`src/rtl/accumulator_command_scheduler_if.sv`:
```
// Requester-side command/response bundle for the accumulator command scheduler.
// master = requesters, slave = scheduler.
`timescale 1ns/1ps
interface accumulator_command_scheduler_if #(
  parameter int REQUESTER_COUNT = 4,
  parameter int WORD_WIDTH      = 16
);
  logic [REQUESTER_COUNT-1:0]            request_valid;
  logic [REQUESTER_COUNT-1:0]            request_ready;
  logic [2*REQUESTER_COUNT-1:0]          request_opcode;
  logic [WORD_WIDTH*REQUESTER_COUNT-1:0] request_value;
  logic [REQUESTER_COUNT-1:0]            response_valid;
  logic [REQUESTER_COUNT-1:0]            response_ready;
  logic [WORD_WIDTH-1:0]                 response_value;
  logic                                  response_overflow;
  logic                                  response_carry;
  logic                                  response_error;

  modport master (
    output request_valid, request_opcode, request_value, response_ready,
    input  request_ready, response_valid, response_value,
           response_overflow, response_carry, response_error
  );

  modport slave (
    input  request_valid, request_opcode, request_value, response_ready,
    output request_ready, response_valid, response_value,
           response_overflow, response_carry, response_error
  );
endinterface

```
`src/rtl/accumulator_command_scheduler.sv`:
```
// Round-robin arbiter feeding one command at a time to an accumulator; accept->pulse 1 cycle,
// response 1 cycle after done (or after timeout); response held until the granted requester is ready.
`timescale 1ns/1ps
module accumulator_command_scheduler #(
  parameter int REQUESTER_COUNT = 4,
  parameter int WORD_WIDTH      = 16,
  parameter int TIMEOUT_CYCLES  = 64
) (
  input  logic                  clock,
  input  logic                  reset,
  accumulator_command_scheduler_if.slave req,
  output logic                  acc_increment_valid,
  output logic                  acc_load_valid,
  output logic                  acc_clear,
  output logic [WORD_WIDTH-1:0] acc_increment_value,
  output logic [WORD_WIDTH-1:0] acc_load_value,
  output logic                  acc_carry_in,
  output logic                  acc_clock_enable,
  input  logic                  acc_increment_done,
  input  logic                  acc_load_done,
  input  logic                  acc_clear_done,
  input  logic                  acc_carry_out,
  input  logic                  acc_signed_overflow,
  input  logic [WORD_WIDTH-1:0] acc_accumulated_value,
  output logic                  busy
);
  localparam int IDX_W = $clog2(REQUESTER_COUNT);
  localparam int TMR_W = $clog2(TIMEOUT_CYCLES);
  localparam logic [TMR_W-1:0] TMR_LAST = TMR_W'(TIMEOUT_CYCLES - 1);

  localparam logic [1:0] S_IDLE    = 2'd0;
  localparam logic [1:0] S_ISSUE   = 2'd1;
  localparam logic [1:0] S_WAIT    = 2'd2;
  localparam logic [1:0] S_RESPOND = 2'd3;

  localparam logic [1:0] OP_INC  = 2'b00;
  localparam logic [1:0] OP_LOAD = 2'b01;
  localparam logic [1:0] OP_CLR  = 2'b10;
  localparam logic [1:0] OP_RSVD = 2'b11;

  logic [1:0]            state;
  logic [IDX_W-1:0]      grant_q;
  logic [IDX_W-1:0]      last_grant;
  logic [1:0]            op_q;
  logic [WORD_WIDTH-1:0] val_q;
  logic [TMR_W-1:0]      timer;
  logic [WORD_WIDTH-1:0] resp_value;
  logic                  resp_ovf;
  logic                  resp_carry;
  logic                  resp_err;
  logic                  clk_en_q;

  logic [1:0]            op_arr  [REQUESTER_COUNT];
  logic [WORD_WIDTH-1:0] val_arr [REQUESTER_COUNT];

  for (genvar gi = 0; gi < REQUESTER_COUNT; gi++) begin : g_unpack
    assign op_arr[gi]  = req.request_opcode[2*gi +: 2];
    assign val_arr[gi] = req.request_value[WORD_WIDTH*gi +: WORD_WIDTH];
  end

  // Search starts just after the last winner so every requester gets a turn.
  logic             grant_found;
  logic [IDX_W-1:0] grant_idx;
  logic [IDX_W-1:0] cand;
  always_comb begin
    grant_found = 1'b0;
    grant_idx   = '0;
    cand        = '0;
    for (int i = 1; i <= REQUESTER_COUNT; i++) begin
      cand = IDX_W'((int'(last_grant) + i) % REQUESTER_COUNT);
      if (!grant_found && req.request_valid[cand]) begin
        grant_found = 1'b1;
        grant_idx   = cand;
      end
    end
  end

  logic done_match;
  always_comb begin
    case (op_q)
      OP_INC:  done_match = acc_increment_done;
      OP_LOAD: done_match = acc_load_done;
      OP_CLR:  done_match = acc_clear_done;
      default: done_match = 1'b0;
    endcase
  end

  assign req.request_ready = (state == S_IDLE && grant_found && !reset)
                             ? (REQUESTER_COUNT'(1) << grant_idx) : '0;
  assign req.response_valid = (state == S_RESPOND)
                              ? (REQUESTER_COUNT'(1) << grant_q) : '0;
  assign req.response_value    = resp_value;
  assign req.response_overflow = resp_ovf;
  assign req.response_carry    = resp_carry;
  assign req.response_error    = resp_err;

  assign acc_increment_valid = (state == S_ISSUE) && (op_q == OP_INC);
  assign acc_load_valid      = (state == S_ISSUE) && (op_q == OP_LOAD);
  assign acc_clear           = (state == S_ISSUE) && (op_q == OP_CLR);
  assign acc_increment_value = acc_increment_valid ? val_q : '0;
  assign acc_load_value      = acc_load_valid ? val_q : '0;
  assign acc_carry_in        = 1'b0;
  assign acc_clock_enable    = clk_en_q;
  assign busy                = (state != S_IDLE);

  always_ff @(posedge clock or posedge reset) begin
    if (reset) begin
      state      <= S_IDLE;
      grant_q    <= '0;
      last_grant <= IDX_W'(REQUESTER_COUNT - 1);
      op_q       <= '0;
      val_q      <= '0;
      timer      <= '0;
      resp_value <= '0;
      resp_ovf   <= 1'b0;
      resp_carry <= 1'b0;
      resp_err   <= 1'b0;
      clk_en_q   <= 1'b0;
    end else begin
      clk_en_q <= 1'b1;
      case (state)
        S_IDLE: begin
          if (grant_found) begin
            grant_q    <= grant_idx;
            last_grant <= grant_idx;
            op_q       <= op_arr[grant_idx];
            val_q      <= val_arr[grant_idx];
            if (op_arr[grant_idx] == OP_RSVD) begin
              resp_value <= '0;
              resp_ovf   <= 1'b0;
              resp_carry <= 1'b0;
              resp_err   <= 1'b1;
              state      <= S_RESPOND;
            end else begin
              state <= S_ISSUE;
            end
          end
        end
        S_ISSUE: begin
          timer <= '0;
          state <= S_WAIT;
        end
        S_WAIT: begin
          // A done landing on the final count wins over the timeout.
          if (done_match) begin
            resp_value <= acc_accumulated_value;
            resp_ovf   <= acc_signed_overflow;
            resp_carry <= acc_carry_out;
            resp_err   <= 1'b0;
            state      <= S_RESPOND;
          end else if (timer == TMR_LAST) begin
            resp_value <= '0;
            resp_ovf   <= 1'b0;
            resp_carry <= 1'b0;
            resp_err   <= 1'b1;
            state      <= S_RESPOND;
          end else begin
            timer <= timer + TMR_W'(1);
          end
        end
        S_RESPOND: begin
          if (req.response_ready[grant_q]) state <= S_IDLE;
        end
        default: state <= S_IDLE;
      endcase
    end
  end
endmodule

```
`src/flat_wrapper.sv`:
```
// flat-port wrapper written by rule: the top's interface ports become plain ports
module accumulator_command_scheduler_flat 
#(
  parameter int REQUESTER_COUNT = 4,
  parameter int WORD_WIDTH      = 16,
  parameter int TIMEOUT_CYCLES  = 64
)
  (clock, reset, acc_increment_valid, acc_load_valid, acc_clear, acc_increment_value, acc_load_value, acc_carry_in, acc_clock_enable, acc_increment_done, acc_load_done, acc_clear_done, acc_carry_out, acc_signed_overflow, acc_accumulated_value, busy, req_request_valid, req_request_opcode, req_request_value, req_response_ready, req_request_ready, req_response_valid, req_response_value, req_response_overflow, req_response_carry, req_response_error);
  accumulator_command_scheduler_if #(.REQUESTER_COUNT(REQUESTER_COUNT), .WORD_WIDTH(WORD_WIDTH)) req_i ();
  input  logic clock;
  input  logic reset;
  output logic acc_increment_valid;
  output logic acc_load_valid;
  output logic acc_clear;
  output logic [WORD_WIDTH-1:0] acc_increment_value;
  output logic [WORD_WIDTH-1:0] acc_load_value;
  output logic acc_carry_in;
  output logic acc_clock_enable;
  input  logic acc_increment_done;
  input  logic acc_load_done;
  input  logic acc_clear_done;
  input  logic acc_carry_out;
  input  logic acc_signed_overflow;
  input  logic [WORD_WIDTH-1:0] acc_accumulated_value;
  output logic busy;
  input wire logic [$bits(req_i.request_valid)-1:0] req_request_valid;
  input wire logic [$bits(req_i.request_opcode)-1:0] req_request_opcode;
  input wire logic [$bits(req_i.request_value)-1:0] req_request_value;
  input wire logic [$bits(req_i.response_ready)-1:0] req_response_ready;
  output wire logic [$bits(req_i.request_ready)-1:0] req_request_ready;
  output wire logic [$bits(req_i.response_valid)-1:0] req_response_valid;
  output wire logic [$bits(req_i.response_value)-1:0] req_response_value;
  output wire logic [$bits(req_i.response_overflow)-1:0] req_response_overflow;
  output wire logic [$bits(req_i.response_carry)-1:0] req_response_carry;
  output wire logic [$bits(req_i.response_error)-1:0] req_response_error;
  assign req_i.request_valid = req_request_valid;
  assign req_i.request_opcode = req_request_opcode;
  assign req_i.request_value = req_request_value;
  assign req_i.response_ready = req_response_ready;
  assign req_request_ready = req_i.request_ready;
  assign req_response_valid = req_i.response_valid;
  assign req_response_value = req_i.response_value;
  assign req_response_overflow = req_i.response_overflow;
  assign req_response_carry = req_i.response_carry;
  assign req_response_error = req_i.response_error;
  accumulator_command_scheduler #(.REQUESTER_COUNT(REQUESTER_COUNT), .WORD_WIDTH(WORD_WIDTH), .TIMEOUT_CYCLES(TIMEOUT_CYCLES)) u_core (.clock(clock), .reset(reset), .req(req_i), .acc_increment_valid(acc_increment_valid), .acc_load_valid(acc_load_valid), .acc_clear(acc_clear), .acc_increment_value(acc_increment_value), .acc_load_value(acc_load_value), .acc_carry_in(acc_carry_in), .acc_clock_enable(acc_clock_enable), .acc_increment_done(acc_increment_done), .acc_load_done(acc_load_done), .acc_clear_done(acc_clear_done), .acc_carry_out(acc_carry_out), .acc_signed_overflow(acc_signed_overflow), .acc_accumulated_value(acc_accumulated_value), .busy(busy));
endmodule
```
`config.mk`:
```
export PLATFORM = sky130hd
export DESIGN_NAME = accumulator_command_scheduler_flat
export DESIGN_NICKNAME = d
export VERILOG_FILES = /design/src/rtl/accumulator_command_scheduler_if.sv /design/src/rtl/accumulator_command_scheduler.sv /design/src/flat_wrapper.sv
export SDC_FILE = /design/constraint.sdc
export NUM_CORES = 1
export LEC_CHECK = 0
export ABC_AREA = 1
export CAP_MARGIN = 25
export CORE_MARGIN = 1.5
export CORE_UTILIZATION = 41
export CTS_CLUSTER_SIZE = 25
export DETAILED_ROUTE_END_ITERATION = 16
export GPL_TIMING_DRIVEN = 0
export PLACE_DENSITY_LB_ADDON = 0.12
export SETUP_SLACK_MARGIN = 0.4
export SYNTH_ARGS = -nofsm -noshare
export SYNTH_HDL_FRONTEND = slang
export SYNTH_SLANG_ARGS = --single-unit
```
`constraint.sdc`:
```
create_clock -name clock -period 6 [get_ports clock]
set_clock_uncertainty 0.2 [all_clocks]
set_input_delay 1.8 -clock clock [delete_from_list [all_inputs] [get_ports clock]]
set_output_delay 1.8 -clock clock [all_outputs]
set_load 0.03 [all_outputs]
```
==> results of run 1 <==
path summary, 6_finish.rpt:
kind / from / to / cells after the start
setup / recovery: req_request_valid[1] / req_request_ready[2] / 11
hold / removal: u_core.req.response_value[11] / u_core.req.response_value[11] / 2
setup reg to reg: u_core.last_grant[0] / u_core.req.response_value[10] / 21
hold reg to reg: u_core.req.response_value[11] / u_core.req.response_value[11] / 2
max in group asynchronous: reset / u_core.last_grant[0] / 3
min in group asynchronous: reset / u_core.req.response_value[5] / 2
per-stage QoR:
step	total power, uW	setup TNS (ps)	utilization, %
floorplan	2120	0	-
global placement	2760	-1840	64.1
detailed placement	2810	-1120	64.4
CTS	3050	0	65.6
global route	3340	0	65.9
finish	3060	0	65.9
metal layers:
metal  part of all wire, %  routed length (um)  up-vias
li1                      -                   -     1975
met1                    42                4410     1756
met2                    50                5320      129
met3                   5.4                 572       22
met4                   2.4                 250        0
met5                     0                   0        -
cells in the final DEF (no fill, tap or decap), types with 3 or more instances in the layout:
cell / Yosys / layout
buf_2: 7 / 8
inv_1: 57 / 56
nand2_4: 3 / 3
clkdlybuf4s50_1: 0 / 162
ha_1: 6 / 6
clkbuf_1: 8 / 9
inv_2: 6 / 6
nor2_1: 57 / 57
buf_4: 1 / 7
nand2_2: 11 / 12
dfrtp_1: 48 / 48
nand3_2: 10 / 10
nand4_1: 19 / 19
a21oi_1: 6 / 6
nand3_1: 32 / 32
o21ai_0: 11 / 11
clkbuf_8: 0 / 5
nor3_1: 13 / 13
nand2_1: 209 / 207
power by group through the flow:
stage,logic [uW],clock network [uW],registers [uW]
after detailed placement,2230,0,579
after CTS,2270,204,573
final,2290,195,575
after floorplan,1440,0,682
after global routing,2530,219,590
after global placement,2180,0,574
worst max-delay path: cells and delay by family:
kind	cells	cell delay [ps]
AO/OA/AOI/OAI	3	340
buffers and inverters	3	840
AND/OR/NAND/NOR	5	510
cell families after synthesis:
| logic type | Yosys count | synth area share (%) |
|---|---|---|
| other | 2 | 0.218 |
| AND/OR/NAND/NOR | 360 | 47.0 |
| flip-flops | 50 | 36.4 |
| AO/OA/AOI/OAI | 23 | 3.92 |
| adder cells (fa/ha/maj) | 6 | 2.18 |
| buffers and inverters | 84 | 10.3 |
flip-flops by register name, indices dropped and copies added, names as in the netlist, 2 cells and up:
name and flops:
u_core.val_q 16, u_core.op_q 2, u_core.req.response_value 16, u_core.last_grant 2, u_core.timer 6, u_core.state 2, u_core.grant_q 2
what timing repair did:
action / 4_1_cts / 5_1_grt
setup buffers: 2 / 2
gates resized for setup: 25 / 7
pin swaps: 1 / 0
endpoints found under the setup margin: 4 / 4
cloned: 0 / 0
final cells by class:
cell class                      count  area, sq um  share of cell area (%)
Clock buffer                        6         72.6                    1.35
Clock inverter                      2         13.8                   0.255
Tap cell                          105          131                    2.44
Sequential cell                    50         1250                    23.3
Multi-Input combinational cell    391         1860                    34.4
Timing Repair Buffer              171         1700                    31.5
Inverter                           65          255                    4.73
Buffer                             19          110                    2.04
==> impl_metrics.toml, run 1 <==
[placed_design]
placed_area_sq_um = 5260
port_buffers = 166
pre_cts_slack_ps = -306
place_inst = 797
routabilityCongestion = 0.815
dp_hpwl_um = 8430

[power_and_ir_drop]
p_clk_share_pct = 6.4
switchingPower_uw = 1690
switching_share_pct = 55.3
peakVddDrop_mv = 0.408
seq_power_share_pct = 18.8
power.internal_uw = 1370
leakage_uw = 0.00257
pwr_density_cell_nw_per_um2 = 567
pwr-share-comb_pct = 74.8

[layout]
instances_no_fill = 809
nFillCells = 726
area_delta_synth_final_pct = 56.4
drive_above_1_share_pct = 10.1
final_area_sq_um = 5390
n_antenna_cell = 0
fin_nets = 812

[floorplan]
top_level_ports = 168
num_rows = 33
die_w_um = 94.7
start_util_pct = 42.2
core_sq_um = 8180
dieArea_sq_um = 8970
die_y_um = 94.7

[clock_network]
cts_sinks = 50
postCtsHoldBufs = 0
clockBufferDepth = 2
cts-buffers-inserted = 5
clk_latency_ps = 300
cts.htree.levels = 2
cts_tree = "built"
path_clk_slew_ps = 90
cts-root-buf = "clkbuf_8"

[sta]
fin_ws_ps = 513
timing.fmax_ghz = 0.182
rsz0062_at_grt = "true"
fin_crit_ps = 5490
drv_slew = 0
holdWs_ps = 275
setup_viol = 0
hold_viol = 0
fin_crit_sh_pct = 91.4

[global_route]
grt_use_met2_pct = 41.7
gr-max-usage-layer = "met2"
grt_pass1_vias = 3676
use_met1_pct = 29.5
grt_pass1_wl_um = 16900
grt_usage_pct = 23.8
grt_max_degree = 38
antenna_found_initial = 0
grt-ovfl-total = 0
use_met3_pct = 4.03

[drt]
remaining_drc_errors = 0
avgViaCountPerCell = 4.80
drt-total-wl_um = 10600
ant_nets = 0
drt_pre_antenna_iters = 4
num_vias = 3882
post_drt_wl_per_cell_um = 13.0
drt_iter0_drc = 111

[setup_path]
required_ps = 4000
cp_cell_sequence = "clkdlybuf4s50_1 > nand2_1 > nand3_1 > o21ai_2 > o21ai_1 > nand2_1 > nand2_1 > o21ai_4 > buf_4 > nor3_1 > buf_4"
cp_slowest_cell = "clkdlybuf4s50_1"
cp_common_cell = "nand2_1"
worstSetupPathType = "in2out"
worst_setup_path_start_kind = "input pin"
cp-end-kind = "output pin"
slowest_delay_ps = 500
worstPathArrival_ps = 3490
cp_max_fo = 4
r2r_slack_ps = 3150

[synthesis]
synth_cells = 525
synth_top_cells_by_area = "dfrtp_1 35%, nand2_1 23%, inv_1 6.2%"
netlist_area_sq_um = 3450
synth-seq-area-share_pct = 36.4
synth_edf_count = 0
yosysMostFrequentCell = "nand2_1"
synth_common_cells = "209 x nand2_1, 57 x inv_1, 57 x nor2_1, 48 x dfrtp_1, 32 x nand3_1"
synthArstFlopShare_pct = 100
syn_avg_cell_area_sq_um = 6.57
synth_top_cell_area_share_pct = 34.8
yosysUniqueCellTypes = 32
synth.net_count = 634
ys_ff_latch = 50
synth_warnings = 0
ys.flop_type = "dfrtp_1"
yosys.area.top_type = "dfrtp_1"

[run]
maxCapViolations = 0

[outcome]
status = "finished, final reports clean"

[worst_hold_path]
holdCritPathClass = "reg2reg"
Note: power is estimated with default switching activity, not from simulation.
==> run 2: changes to the inputs <==
- ABC_CLOCK_PERIOD_IN_PS: not set -> 6000
- CAP_MARGIN: 25 -> 20
==> results of run 2 <==
No change in the layout: final DEF, timing and power equal those of run 1.
==> run 3: changes to the inputs <==
- ABC_AREA: 1 -> not set
- ABC_CLOCK_PERIOD_IN_PS: 6000 -> 4700
- CORE_UTILIZATION: 41 -> 39
- clock period: 6 -> 4.7 ns (I/O delays scaled with it)
==> run 3 against run 2 <==
Effect of this change:
- clock power rose by 36%
- core utilization fell by 2.8 points
- power rose by 4.8%
- combinational power fell by 6%
- first-iteration DRC count rose by 78%
- area after synthesis rose by 9.9%
==> impl_metrics.toml, run 3 <==
[outcome]
status = "finished, final reports clean"

[setup_path]
r2r.worst_path.cells = 9
worstPathArrival_ps = 2640
cp_max_fo = 10
r2r_slack_ps = 1620
r2r_start = "u_core.state[0]"
worst_setup_path_start_kind = "input pin"
required_ps = 3090
crit_family = "buffers and inverters"
cp_cell_sequence = "buf_2 > nor2b_1 > o21ai_1 > a211o_1 > buf_6 > clkbuf_8 > nor4_4 > buf_6"
worstSetupPathType = "in2out"
path_buf_inv = 4
cp_slowest_cell = "a211o_1"
slowest_delay_ps = 290
cp_common_cell = "buf_6"
timing.rr.end = "u_core.req.response_value[8]"
cp-end-kind = "output pin"

[layout]
layout_common_cells = "157 x clkdlybuf4s50_1, 59 x nand2_1, 59 x o21ai_0"
nFillCells = 855
final_util_pct = 63.1
final_area_sq_um = 5890
fin_nets = 749
area_delta_synth_final_pct = 55.3
n_antenna_cell = 0
drive_above_1_share_pct = 13.7
layout_commonest_cell = "clkdlybuf4s50_1"

[drt]
drt-total-wl_um = 13100
post_drt_wl_per_cell_um = 17.0
avgViaCountPerCell = 5.35
drt_iter0_drc = 198
ant_nets = 0
remaining_drc_errors = 0
num_vias = 4117
drt_pre_antenna_iters = 5

[power_and_ir_drop]
peakVddDrop_mv = 0.273
leakage_uw = 0.00249
pwr_density_cell_nw_per_um2 = 544

[clock_network]
path_clk_slew_ps = 90
cts-buffers-inserted = 5
cts_tree = "built"
cts-root-buf = "clkbuf_8"
cts.htree.levels = 2
clk_latency_ps = 300
clockBufferDepth = 2
cts_sinks = 50

[global_route]
grt-ovfl-total = 0
grt_pass1_vias = 4180
grt_usage_pct = 25.3
grt_max_degree = 32
grt_pass1_wl_um = 20800
antenna_found_initial = 0

[sta]
drv_slew = 0
timing.fmax_ghz = 0.235
fin_crit_ps = 4250
worstMarginPinSlew_ps = 676
holdWs_ps = 307
fin_crit_sh_pct = 90.5
setup_viol = 0
hold_viol = 0
relSlewSlack_pct = 53.8
rsz0062_at_grt = "false"

[worst_hold_path]
holdCritPathClass = "reg2reg"
whs_path_depth = 2
min_to = "u_core.val_q[0]"
min-delay-start = "u_core.val_q[0]"

[floorplan]
top_level_ports = 168
die_y_um = 102
core_sq_um = 9330
dieArea_sq_um = 10300
num_rows = 35
die_w_um = 102
start_util_pct = 40.6

[run]
maxCapViolations = 0

[synthesis]
synth_common_cells = "60 x nand2_1, 59 x o21ai_0, 48 x dfrtp_1, 33 x and2_1, 27 x inv_1"
yosysMostFrequentCell = "nand2_1"
synth-seq-area-share_pct = 33.1
yosys.area.top_type = "dfrtp_1"
synth_top_cells_by_area = "dfrtp_1 32%, o21ai_0 7.8%, mux2i_1 6.6%"
ys_ff_latch = 50
syn_avg_cell_area_sq_um = 8.29
ys.flop_type = "dfrtp_1"
synthArstFlopShare_pct = 100
synth_cells = 457
synth_top_cell_area_share_pct = 31.7
synth_warnings = 0
synth.net_count = 566
netlist_area_sq_um = 3790
yosysUniqueCellTypes = 47
synth_edf_count = 0

[placed_design]
routabilityCongestion = 0.833
dp_hpwl_um = 9990
placed_area_sq_um = 5680
port_buffers = 166
==> run 3: layout make-up <==
cell class | instances | area [sq um] | share of cell area, %
clock buffer | 7 | 86.3 | 1.47
inverter | 27 | 101 | 1.72
timing repair buffer | 176 | 1740 | 29.6
tap | 129 | 161 | 2.74
sequential | 50 | 1250 | 21.3
clock inverter | 1 | 5.00 | 0.0850
multi-input combinational | 342 | 2310 | 39.3
buffer | 38 | 225 | 3.83
==> run 3: power by group <==
group | switching [uW] | total, uW | leakage, uW | internal [uW]
sequential | 168 | 789 | 0.000627 | 621
combinational | 1260 | 2150 | 0.00181 | 892
clock | 145 | 265 | 0.0000482 | 119
==> run 3: tightest hold or removal path, delay by kind of cell, from the launching register on <==
| family | cells | cell delay (ps) |
|---|---|---|
| and+or+nand+nor | 1 | 50 |
| AOI/OAI and AO/OA | 1 | 60 |
| DFF | 1 | 360 |
==> run 3: metrics by stage <==
| step | setup WS [ps] | setup TNS, ps | instances | total power [uW] |
|---|---|---|---|---|
| 5_1_grt | 381 | 0 | 770 | 3430 |
| 2_1_floorplan | 409 | 0 | 457 | 2140 |
| 3_5_place_dp | -946 | -3320 | 753 | 2850 |
| 3_3_place_gp | -886 | -3090 | 752 | 2800 |
| 4_1_cts | 405 | 0 | 766 | 3180 |
| 6_report | 447 | 0 | 770 | 3200 |
==> run 3: worst max path at each step <==
stage                    startpoint                   end  depth (start not counted)
3_3_place_gp   req_request_valid[3]  req_request_ready[3]                          8
5_1_grt        req_request_valid[0]  req_request_ready[2]                          9
3_5_place_dp   req_request_valid[3]  req_request_ready[3]                          8
4_1_cts        req_request_valid[3]  req_request_ready[0]                          8
6_report       req_request_valid[2]  req_request_ready[0]                          8
2_1_floorplan  req_request_valid[2]  req_request_ready[0]                          6
==> run 3: timing repair <==
| item | in CTS | in global routing |
|---|---|---|
| resized for setup | 54 | 10 |
| setup buffers | 5 | 4 |
| setup endpoints to repair | 28 | 23 |
| pin swaps | 6 | 2 |
| hold buffers | 0 | 0 |
==> run 3: kinds of logic after synthesis <==
| logic type | Yosys count | share of synthesized area, % |
|---|---|---|
| adders and majority gates | 6 | 1.98 |
| muxes | 46 | 13.1 |
| buffers and inverters | 65 | 7.46 |
| and+or+nand+nor | 168 | 22.6 |
| other | 2 | 0.198 |
| AOI/OAI and AO/OA | 118 | 21.1 |
| xor gates and xnor gates | 2 | 0.462 |
| DFF | 50 | 33.1 |
==> run 3: metal layers <==
layer	vias to the layer above	routed length (um)	GRT usage, %
met5	-	0	0
met1	1937	5510	31.7
met3	18	841	3.45
li1	1982	-	-
met2	180	6520	45.6
met4	0	182	6.62
